File: config.mk
export PLATFORM = sky130hd
export DESIGN_NAME = multi_alarm_ghadi
export DESIGN_NICKNAME = d
export VERILOG_FILES = /design/src/rtl/multi_alarm_ghadi_pkg.sv /design/src/rtl/multi_alarm_ghadi_slot.sv /design/src/rtl/multi_alarm_ghadi.sv
export SDC_FILE = /design/constraint.sdc
export NUM_CORES = 1
export LEC_CHECK = 0
export BUFFER_PORTS_ARGS = -buffer_cell sky130_fd_sc_hd__buf_2
export CORE_UTILIZATION = 23
export CTS_BUF_LIST = sky130_fd_sc_hd__clkbuf_8 sky130_fd_sc_hd__clkbuf_16
export CTS_CLUSTER_DIAMETER = 60
export DETAILED_ROUTE_END_ITERATION = 16
export SYNTH_ARGS = -nofsm -noshare
export SYNTH_HDL_FRONTEND = slang
export SYNTH_HIERARCHICAL = 1
export SYNTH_SLANG_ARGS = --single-unit
File: constraint.sdc
create_clock -name Ghadi -period 6.8 [get_ports Ghadi]
set_input_delay 0.68 -clock Ghadi [delete_from_list [all_inputs] [get_ports Ghadi]]
set_output_delay 0.68 -clock Ghadi [all_outputs]
set_load 0.03 [all_outputs]
File: src/rtl/multi_alarm_ghadi_pkg.sv
// rtl/multi_alarm_ghadi_pkg.sv - shared time constants, slot states and BCD helpers
package multi_alarm_ghadi_pkg;

  localparam int SECS_PER_MIN  = 60;
  localparam int MINS_PER_HOUR = 60;
  localparam int HOURS_PER_DAY = 24;

  typedef enum logic [1:0] {
    IDLE    = 2'd0,
    RINGING = 2'd1,
    SNOOZED = 2'd2
  } slot_state_t;

  function automatic logic [3:0] bcd_tens(input logic [5:0] v);
    return 4'(v / 6'd10);
  endfunction

  function automatic logic [3:0] bcd_ones(input logic [5:0] v);
    return 4'(v % 6'd10);
  endfunction

  function automatic logic [5:0] bcd_to_bin(input logic [3:0] t, input logic [3:0] o);
    return ({2'b00, t} * 6'd10) + {2'b00, o};
  endfunction

  // Hour range is checked on the binary value, so 2/4..2/9 are caught as well as 3/x.
  function automatic logic bcd_time_valid(input logic [1:0] ht, input logic [3:0] ho,
                                          input logic [3:0] mt, input logic [3:0] mo);
    logic [5:0] hour;
    hour = bcd_to_bin({2'b00, ht}, ho);
    return (ho <= 4'd9) && (mt <= 4'd5) && (mo <= 4'd9) &&
           (hour <= 6'(HOURS_PER_DAY - 1));
  endfunction

endpackage

File: src/rtl/multi_alarm_ghadi_slot.sv
// rtl/multi_alarm_ghadi_slot.sv - one alarm slot: HH:MM, snooze target, ring counter, FSM
module multi_alarm_ghadi_slot
  import multi_alarm_ghadi_pkg::*;
#(
  parameter int SNOOZE_MIN   = 5,
  parameter int RING_TIMEOUT = 60
) (
  input  logic       clk,
  input  logic       rst,
  input  logic       chalu,
  input  logic       band,
  input  logic       snooze,
  input  logic       tick,
  input  logic       block,
  input  logic       load,
  input  logic [4:0] set_hr,
  input  logic [5:0] set_mn,
  input  logic [4:0] cur_hr,
  input  logic [5:0] cur_mn,
  input  logic [4:0] nxt_hr,
  input  logic [5:0] nxt_mn,
  input  logic [5:0] nxt_sec,
  output logic       ringing
);

  slot_state_t state, next_state;
  logic [4:0] al_hr, tg_hr, snz_hr;
  logic [5:0] al_mn, tg_mn, snz_mn;
  logic [7:0] rcnt;
  logic [6:0] sum_mn;
  logic [8:0] rcnt_inc;
  logic       hit_alarm, hit_target, timeout;

  // A time load moves the clock without a tick edge of its own, so it never matches.
  assign hit_alarm  = tick && !block && (nxt_sec == 6'd0) && (nxt_mn == al_mn) && (nxt_hr == al_hr);
  assign hit_target = tick && !block && (nxt_sec == 6'd0) && (nxt_mn == tg_mn) && (nxt_hr == tg_hr);
  assign rcnt_inc   = {1'b0, rcnt} + 9'd1;
  assign timeout    = tick && (rcnt_inc >= 9'(RING_TIMEOUT));

  always_comb begin
    sum_mn = {1'b0, cur_mn} + 7'(SNOOZE_MIN);
    snz_hr = cur_hr;
    snz_mn = 6'(sum_mn);
    if (sum_mn >= 7'(MINS_PER_HOUR)) begin
      snz_mn = 6'(sum_mn - 7'(MINS_PER_HOUR));
      snz_hr = (cur_hr == 5'(HOURS_PER_DAY - 1)) ? 5'd0 : cur_hr + 5'd1;
    end
  end

  always_comb begin
    next_state = state;
    if (!chalu) begin
      next_state = IDLE;
    end else begin
      case (state)
        IDLE:    if (hit_alarm) next_state = RINGING;
        RINGING: begin
          if (band)         next_state = IDLE;
          else if (snooze)  next_state = SNOOZED;
          else if (timeout) next_state = IDLE;
        end
        SNOOZED: begin
          if (band)            next_state = IDLE;
          else if (hit_target) next_state = RINGING;
        end
        default: next_state = IDLE;
      endcase
    end
  end

  always_ff @(posedge clk or posedge rst) begin
    if (rst) begin
      state <= IDLE;
      al_hr <= '0;
      al_mn <= '0;
      tg_hr <= '0;
      tg_mn <= '0;
      rcnt  <= '0;
    end else begin
      state <= next_state;
      if (load) begin
        al_hr <= set_hr;
        al_mn <= set_mn;
      end
      if (state == RINGING && next_state == SNOOZED) begin
        tg_hr <= snz_hr;
        tg_mn <= snz_mn;
      end
      if (next_state == RINGING && state != RINGING) rcnt <= '0;
      else if (state == RINGING && tick)             rcnt <= rcnt + 8'd1;
    end
  end

  assign ringing = (state == RINGING);

endmodule

File: src/rtl/multi_alarm_ghadi.sv
// rtl/multi_alarm_ghadi.sv - 24h BCD clock with tick prescaler, load checking and alarm slots
module multi_alarm_ghadi
  import multi_alarm_ghadi_pkg::*;
#(
  parameter  int CLK_DIV      = 10,
  parameter  int NUM_ALARMS   = 4,
  parameter  int SNOOZE_MIN   = 5,
  parameter  int RING_TIMEOUT = 60,
  localparam int SEL_W        = (NUM_ALARMS > 1) ? $clog2(NUM_ALARMS) : 1,
  localparam int PS_W         = $clog2(CLK_DIV)
) (
  input  logic                  Ghadi,
  input  logic                  Reset,
  input  logic                  Load_Samay,
  input  logic                  Load_Alarm,
  input  logic [SEL_W-1:0]      Alarm_Sel,
  input  logic [NUM_ALARMS-1:0] Alarm_Chalu,
  input  logic                  Alarm_Band,
  input  logic                  Snooze,
  input  logic [1:0]            Hr_T_IN,
  input  logic [3:0]            Hr_O_IN,
  input  logic [3:0]            Mn_T_IN,
  input  logic [3:0]            Mn_O_IN,
  output logic [1:0]            Hr_T_OUT,
  output logic [3:0]            Hr_O_OUT,
  output logic [3:0]            Mn_T_OUT,
  output logic [3:0]            Mn_O_OUT,
  output logic [3:0]            Sc_T_OUT,
  output logic [3:0]            Sc_O_OUT,
  output logic                  Tick_1s,
  output logic                  Alarm,
  output logic [NUM_ALARMS-1:0] Alarm_Active,
  output logic                  Load_Err
);

  logic [PS_W-1:0] ps;
  logic [5:0] sec, mn, inc_sec, inc_mn, in_hr, in_mn;
  logic [4:0] hr, inc_hr;
  logic       in_ok, samay_ld, alarm_ld;

  assign Tick_1s  = (ps == PS_W'(CLK_DIV - 1));
  assign in_hr    = bcd_to_bin({2'b00, Hr_T_IN}, Hr_O_IN);
  assign in_mn    = bcd_to_bin(Mn_T_IN, Mn_O_IN);
  assign in_ok    = bcd_time_valid(Hr_T_IN, Hr_O_IN, Mn_T_IN, Mn_O_IN);
  assign samay_ld = Load_Samay && in_ok;
  assign alarm_ld = Load_Alarm && in_ok;

  always_comb begin
    inc_sec = sec + 6'd1;
    inc_mn  = mn;
    inc_hr  = hr;
    if (sec == 6'(SECS_PER_MIN - 1)) begin
      inc_sec = 6'd0;
      if (mn == 6'(MINS_PER_HOUR - 1)) begin
        inc_mn = 6'd0;
        inc_hr = (hr == 5'(HOURS_PER_DAY - 1)) ? 5'd0 : hr + 5'd1;
      end else begin
        inc_mn = mn + 6'd1;
      end
    end
  end

  always_ff @(posedge Ghadi or posedge Reset) begin
    if (Reset) begin
      ps       <= '0;
      sec      <= '0;
      mn       <= '0;
      hr       <= '0;
      Load_Err <= 1'b0;
    end else begin
      Load_Err <= (Load_Samay || Load_Alarm) && !in_ok;
      if (samay_ld) begin
        ps  <= '0;
        sec <= '0;
        mn  <= in_mn;
        hr  <= 5'(in_hr);
      end else if (Tick_1s) begin
        ps  <= '0;
        sec <= inc_sec;
        mn  <= inc_mn;
        hr  <= inc_hr;
      end else begin
        ps <= ps + PS_W'(1);
      end
    end
  end

  assign Hr_T_OUT = 2'(bcd_tens({1'b0, hr}));
  assign Hr_O_OUT = bcd_ones({1'b0, hr});
  assign Mn_T_OUT = bcd_tens(mn);
  assign Mn_O_OUT = bcd_ones(mn);
  assign Sc_T_OUT = bcd_tens(sec);
  assign Sc_O_OUT = bcd_ones(sec);

  for (genvar i = 0; i < NUM_ALARMS; i++) begin : g_slot
    multi_alarm_ghadi_slot #(
      .SNOOZE_MIN  (SNOOZE_MIN),
      .RING_TIMEOUT(RING_TIMEOUT)
    ) u_slot (
      .clk    (Ghadi),
      .rst    (Reset),
      .chalu  (Alarm_Chalu[i]),
      .band   (Alarm_Band),
      .snooze (Snooze),
      .tick   (Tick_1s),
      .block  (samay_ld),
      .load   (alarm_ld && (Alarm_Sel == SEL_W'(i))),
      .set_hr (5'(in_hr)),
      .set_mn (in_mn),
      .cur_hr (hr),
      .cur_mn (mn),
      .nxt_hr (inc_hr),
      .nxt_mn (inc_mn),
      .nxt_sec(inc_sec),
      .ringing(Alarm_Active[i])
    );
  end

  assign Alarm = |Alarm_Active;

endmodule
==> results_dict.tcl, run 1 <==
set metrics [dict create \
    status "completed" \
    clkLatencyLatePin_ps 440 \
    synth-edff-count 0 \
    vias 8680 \
    synth_seq_cells 150 \
    die_y_um 217 \
    grt_antenna_before_repair 2 \
    clkTransAtPathRegs_ps 70 \
    grt_usage_pct 12.8 \
    synth_top_area_share_pct 35.4 \
    rr_endpoint "g_slot[0].u_slot/rcnt[4]" \
    worst_slew_pin_slew_ps 1430 \
    initialDrtViolationCount 614 \
    min_period_over_period_pct 71.2 \
    hold_violations 0 \
    synthSimpleGateAreaFrac_pct 21.0 \
    vias_per_cell 4.78 \
    setup.worst_path.end_class "register" \
    required_ps 7110 \
    fin_crit_ps 4840 \
    synth-adder-area-share_pct 6.19 \
    synth_compound_area_share_pct 12.6 \
    ant_nets 0 \
    post_cts_resized 0 \
    synth.distinct_cells 85 \
    arrival_ps 5150 \
    synth_flop_cell "dfrtp_1" \
    start_util_pct 23.3 \
    yosysMostFrequentCell "dfrtp_1" \
    cts-buffers-inserted 17 \
    synthArstFlopShare_pct 100 \
    fin_tns_setup_ps 0 \
    synth_largest_area_cell "dfrtp_1" \
    syn_area_um2 10600 \
    grt-ovfl-total 0 \
    grt_max_degree 48 \
    clockBufferDepth 2 \
    yosys_warnings 6 \
    hpwl_um 21000 \
    skew_ps 17.8 \
    h-tree-depth 4 \
    maxCapViolations 0 \
    rows 78 \
    vdd_drop_max_mv 0.334 \
    drive_above_1_share_pct 16.1 \
    p_per_area_nw_per_um2 367 \
    io_pins 55 \
    cts_setup_buffers 0 \
    n_fill_cell 4820 \
    drv_slew 0 \
    grt_pass1_wl_um 47100 \
    p_leak_nw 5.34 \
    portBuffers 52 \
    pre_cts_slack_ps 1930 \
    crit_start "mn[1]" \
    synth_common_cells "150 x dfrtp_1, 119 x nand2_1, 96 x nor2_1, 96 x xor2_1, 55 x xnor2_1" \
    syn_to_final_growth_pct 15.0 \
    setup_ws_ps 1960 \
    drc 0 \
    cts_hold_buf 0 \
    relSlewSlack_pct 3.65 \
    wl_per_cell_um 16.4 \
    timing.rr.start "mn[1]" \
    die_w_um 217 \
    syn_inst 1154 \
    wl_um 29800 \
    finalSetupViolCount 0 \
    critPathKind "reg -> reg" \
    worstSetupEndpoint "g_slot[0].u_slot/rcnt[4]" \
    fmax_ghz 0.206 \
    cts_tree "built" \
    crit_fanout 28 \
    min_path_type "in -> async" \
    drt_first_pass_iters 6 \
    synth_top_family_by_area "simple AND/OR/NAND/NOR gates" \
    reg2regPathDepth 11 \
    syn_avg_cell_area_um2 9.18 \
    r2r_slack_ps 1960 \
    rsz0062_at_grt "no" \
    synthMuxAreaShare_pct 8.33 \
    cts_root_buf "clkbuf_16" \
    ys_top_cells_by_area "dfrtp_1 35%, xor2_1 7.9%, ha_1 5.4%, mux2_2 5.1%, xnor2_1 4.5%" \
    fp.dieArea_um2 46900 \
    cts_sinks 150 \
    routabilityCongestion 0.808 \
    fp.coreArea_um2 45400 \
    synth-xor-area-share_pct 12.5 \
    grt_pass1_vias 8473 \
    fin_nets 1277 \
    critPathLaunchType "register" \
    seq_area_frac_synth_pct 35.4 \
]
worst min path at each step:
| stage | start | to | depth (start not counted) |
|---|---|---|---|
| after floorplan | g_slot[1].u_slot/tg_hr[2] | g_slot[1].u_slot/tg_hr[2] | 2 |
| after global placement | g_slot[3].u_slot/tg_hr[2] | g_slot[3].u_slot/tg_hr[2] | 2 |
| after detailed placement | g_slot[3].u_slot/tg_hr[2] | g_slot[3].u_slot/tg_hr[2] | 2 |
| after CTS | Reset | g_slot[0].u_slot/rcnt[1] | 2 |
| after global routing | Reset | g_slot[0].u_slot/rcnt[0] | 2 |
| final | Reset | g_slot[0].u_slot/rcnt[1] | 2 |
power by group:
group          switching, mW  internal, mW  total (mW)
clock network          0.399         0.574       0.973
registers              0.136          1.01        1.15
logic                   1.50         0.848        2.35
total                   2.04          2.43        4.47
metrics by stage:
step	std cells	util [%]	total power [mW]	hold slack (ps)	cell area (um^2)
after detailed placement	1784	25.5	3.51	479	11600
after global placement	1784	25.5	3.46	473	11600
after floorplan	1155	-	2.84	459	10600
after CTS	1816	26.8	4.50	197	12200
final	1817	26.9	4.47	210	12200
after global routing	1816	26.8	4.76	202	12200
cell type report:
cell class / count / area (um^2) / area share, %
clock buffer: 20 / 467 / 3.83
tap: 600 / 751 / 6.16
sequential: 150 / 3750 / 30.8
multi-input combinational: 909 / 6460 / 53.0
inverter: 52 / 195 / 1.60
timing repair buffer: 73 / 418 / 3.43
clock inverter: 12 / 143 / 1.17
antenna: 1 / 2.50 / 0.0205
cells in the final DEF, fill, tap and decap left out, types with 17 or more instances in the layout:
cell	instances
buf_2	52
xor2_1	96
xnor2_1	55
a21oi_1	51
mux2i_1	23
dfrtp_1	150
nor3_1	25
buf_4	21
inv_1	49
o21ai_0	53
nor2_1	96
clkbuf_16	17
mux2_2	48
ha_1	46
nand3_1	45
nand2_1	119
nor4_1	21
nand4_1	20
critical path, stage by stage (launching register included):
cell	delay, ps
dfrtp_1	970
ha_1	360
and4b_1	240
and2_1	180
nand3_1	130
o31ai_1	1140
buf_4	350
xnor2_1	130
nand3_1	110
or4_4	580
a211oi_4	420
nor2_1	90
registers in the layout, summed over array words and instances (netlist names):
register,flops
mn,6
Load_Err,1
g_slot.u_slot/al_mn,24
ps,4
g_slot.u_slot/tg_hr,20
hr,5
g_slot.u_slot/tg_mn,24
g_slot.u_slot/al_hr,20
g_slot.u_slot/rcnt,32
sec,6
g_slot.u_slot/state,8
routing by layer:
| layer | wire (um) | GRT usage (%) |
|---|---|---|
| met5 | 31 | 0 |
| met4 | 608 | 4.06 |
| met3 | 1650 | 2.69 |
| met2 | 14500 | 22.0 |
| met1 | 13000 | 16.0 |
logic make-up (layout without fill, tap and decap cells):
logic type | Yosys count | in the layout
fa+ha+maj | 52 | 52
mux | 79 | 79
buf+inv | 96 | 157
simple gates | 427 | 427
xor+xnor | 151 | 151
compound gates | 198 | 198
flops | 150 | 150
other cells | 1 | 3
(Power assumes the default switching activity.)
==> run 2: changes to the inputs <==
Clock period 6.8 ns to 4.9 ns, I/O delays scaled along.
==> run 2 against run 1 <==
  * First-iteration DRC count decreased by 11%
  * Clock power up 59%
  * Cell area grew 0.85%
  * Critical endpoint is now g_slot[0].u_slot/rcnt[3]
  * Wire length fell by 0.17%
  * Total power grew 44%
  * Global-route usage decreased by 0.14 points
  * Sequential power is 40% higher
  * Combinational power is 39% higher
  * Critical path type is now in -> reg
  * Utilization grew 0.23 points
  * Critical path depth up 3
  * Via count grew 0.48%
==> results_dict.tcl, run 2 (synthesis gave the netlist of run 1 again) <==
set metrics [dict create \
    status "completed" \
    p_seq_share_pct 25.1 \
    wl_per_cell_um 16.3 \
    p_int_mw 3.63 \
    hpwl_um 21100 \
    largest_register "g_slot.u_slot/rcnt" \
    grt_pass1_wl_um 47200 \
    setup.worst_path.end_class "register" \
    vdd_drop_max_mv 0.322 \
    vias 8722 \
    grt_usage_pct 12.7 \
    p_sw_mw 2.79 \
    whs_ps 237 \
    cts_sinks 150 \
    top_regs "g_slot.u_slot/rcnt x32, g_slot.u_slot/al_mn x24, g_slot.u_slot/tg_mn x24" \
    clkLatencyLatePin_ps 420 \
    skew_ps 6.91 \
    vias_per_cell 4.79 \
    fp.dieArea_um2 46900 \
    fin_crit_ps 4040 \
    cts_hold_buf 0 \
    relSlewSlack_pct 30.5 \
    min_path_type "in -> async" \
    drc 0 \
    timing.rr.start "hr[3]" \
    grt_max_degree 41 \
    combPwrFrac_pct 50.8 \
    p_total_mw 6.42 \
    io_pins 55 \
    h-tree-depth 4 \
    drt_first_pass_iters 4 \
    antennaDiodeCount 0 \
    crit_fanout 14 \
    arrival_ps 4330 \
    drive_above_1_share_pct 16.1 \
    cts-buffers-inserted 17 \
    cts_root_buf "clkbuf_16" \
    die_w_um 217 \
    reg2regPathDepth 12 \
    rows 78 \
    fp.coreArea_um2 45400 \
    cts_tree "built" \
    post_cts_resized 0 \
    routabilityCongestion 0.837 \
    die_y_um 217 \
    required_ps 5190 \
    crit_start "Hr_T_IN[0]" \
    rsz0062_at_grt "no" \
    grt_pass1_vias 8545 \
    portBuffers 52 \
    grt_antenna_before_repair 2 \
    rr_endpoint "g_slot[0].u_slot/rcnt[3]" \
    fin_tns_setup_ps 0 \
    maxCapViolations 0 \
    worst_slew_pin_slew_ps 1040 \
    final_cell_mix "150 x dfrtp_1, 119 x nand2_1, 96 x nor2_1, 96 x xor2_1, 55 x xnor2_1" \
    fmax_ghz 0.248 \
    fin_nets 1282 \
    critPathKind "in -> reg" \
    p_per_area_nw_per_um2 522 \
    r2r_slack_ps 1060 \
    ant_nets 0 \
    grt-ovfl-total 0 \
    p_clk_share_pct 24.1 \
    syn_to_final_growth_pct 16.0 \
    finalSetupViolCount 0 \
    min_period_over_period_pct 82.4 \
    drv_slew 0 \
    clkTransAtPathRegs_ps 60 \
    swShare_pct 43.5 \
    wl_um 29700 \
    largest_reg_flops 32 \
    cts_setup_buffers 0 \
    clockBufferDepth 2 \
    p_leak_nw 5.42 \
    hold_violations 0 \
    n_fill_cell 4790 \
    start_util_pct 23.3 \
    worstSetupEndpoint "g_slot[0].u_slot/rcnt[3]" \
    initialDrtViolationCount 545 \
    critPathLaunchType "input port" \
    mostFrequentLayoutCell "dfrtp_1" \
]
-- run 2: cell count changes in the layout (fill, tap and decap cells not counted), moves of 3 or more --
cell and delta:
clkbuf_8 +3, bufinv_16 +4, buf_4 +5, clkinvlp_4 -4, clkinv_4 -4
-- run 2: critical path: stages --
cell and delay [ps]:
buf_2 100, ha_1 160, inv_1 50, fa_1 390, xnor2_1 450, and2_4 240, a22oi_4 100, nand3_4 100
inv_2 100, or4b_1 500, or4_1 570, or4_4 540, a211oi_4 430, nor2_1 100
-- run 2: layout make-up --
cell class / instances / area (um^2) / share of cell area (%)
Multi-Input combinational cell: 909 / 6440 / 52.4
Sequential cell: 150 / 3750 / 30.5
Tap cell: 600 / 751 / 6.11
Clock buffer: 23 / 508 / 4.13
Timing Repair Buffer: 78 / 455 / 3.71
Inverter: 52 / 195 / 1.59
Clock inverter: 8 / 190 / 1.55
-- run 2: power by group through the flow --
| stage | Sequential, mW | Combinational (mW) | Clock [mW] |
|---|---|---|---|
| global placement | 1.62 | 3.19 | 0 |
| detailed placement | 1.63 | 3.24 | 0 |
| CTS | 1.61 | 3.28 | 1.57 |
| global route | 1.64 | 3.55 | 1.63 |
| finish | 1.61 | 3.26 | 1.55 |
| floorplan | 1.67 | 2.28 | 0 |
-- run 2: per-stage QoR --
step                setup WS (ps)  util [%]  instance area (um^2)  instances
floorplan                     862         -                 10600       1155
global placement              517      25.5                 11600       1789
detailed placement            439      25.5                 11600       1789
CTS                           882      27.1                 12300       1820
global route                  640      27.1                 12300       1820
finish                        861      27.1                 12300       1820
-- run 2: worst min path at each step --
stage                                          from                        end  slack [ps]  depth (start not counted)
after floorplan           g_slot[1].u_slot/tg_hr[2]  g_slot[1].u_slot/tg_hr[2]         460                          2
after global placement    g_slot[2].u_slot/tg_hr[2]  g_slot[2].u_slot/tg_hr[2]         480                          2
after detailed placement  g_slot[2].u_slot/tg_hr[2]  g_slot[2].u_slot/tg_hr[2]         480                          2
after CTS                                     Reset  g_slot[1].u_slot/tg_mn[5]         230                          3
after global routing                          Reset  g_slot[0].u_slot/tg_mn[4]         270                          3
final                                         Reset  g_slot[1].u_slot/tg_mn[5]         240                          3
-- run 2: routing by layer --
| layer | track usage (%) | share of wire (%) | up-vias | wire (um) |
|---|---|---|---|---|
| met5 | 0 | 0.10 | - | 30 |
| met4 | 3.78 | 2.3 | 4 | 670 |
| met3 | 2.95 | 5.0 | 47 | 1490 |
| met2 | 21.3 | 48 | 189 | 14300 |
| met1 | 16.2 | 45 | 4310 | 13300 |
| li1 | - | - | 4172 | - |
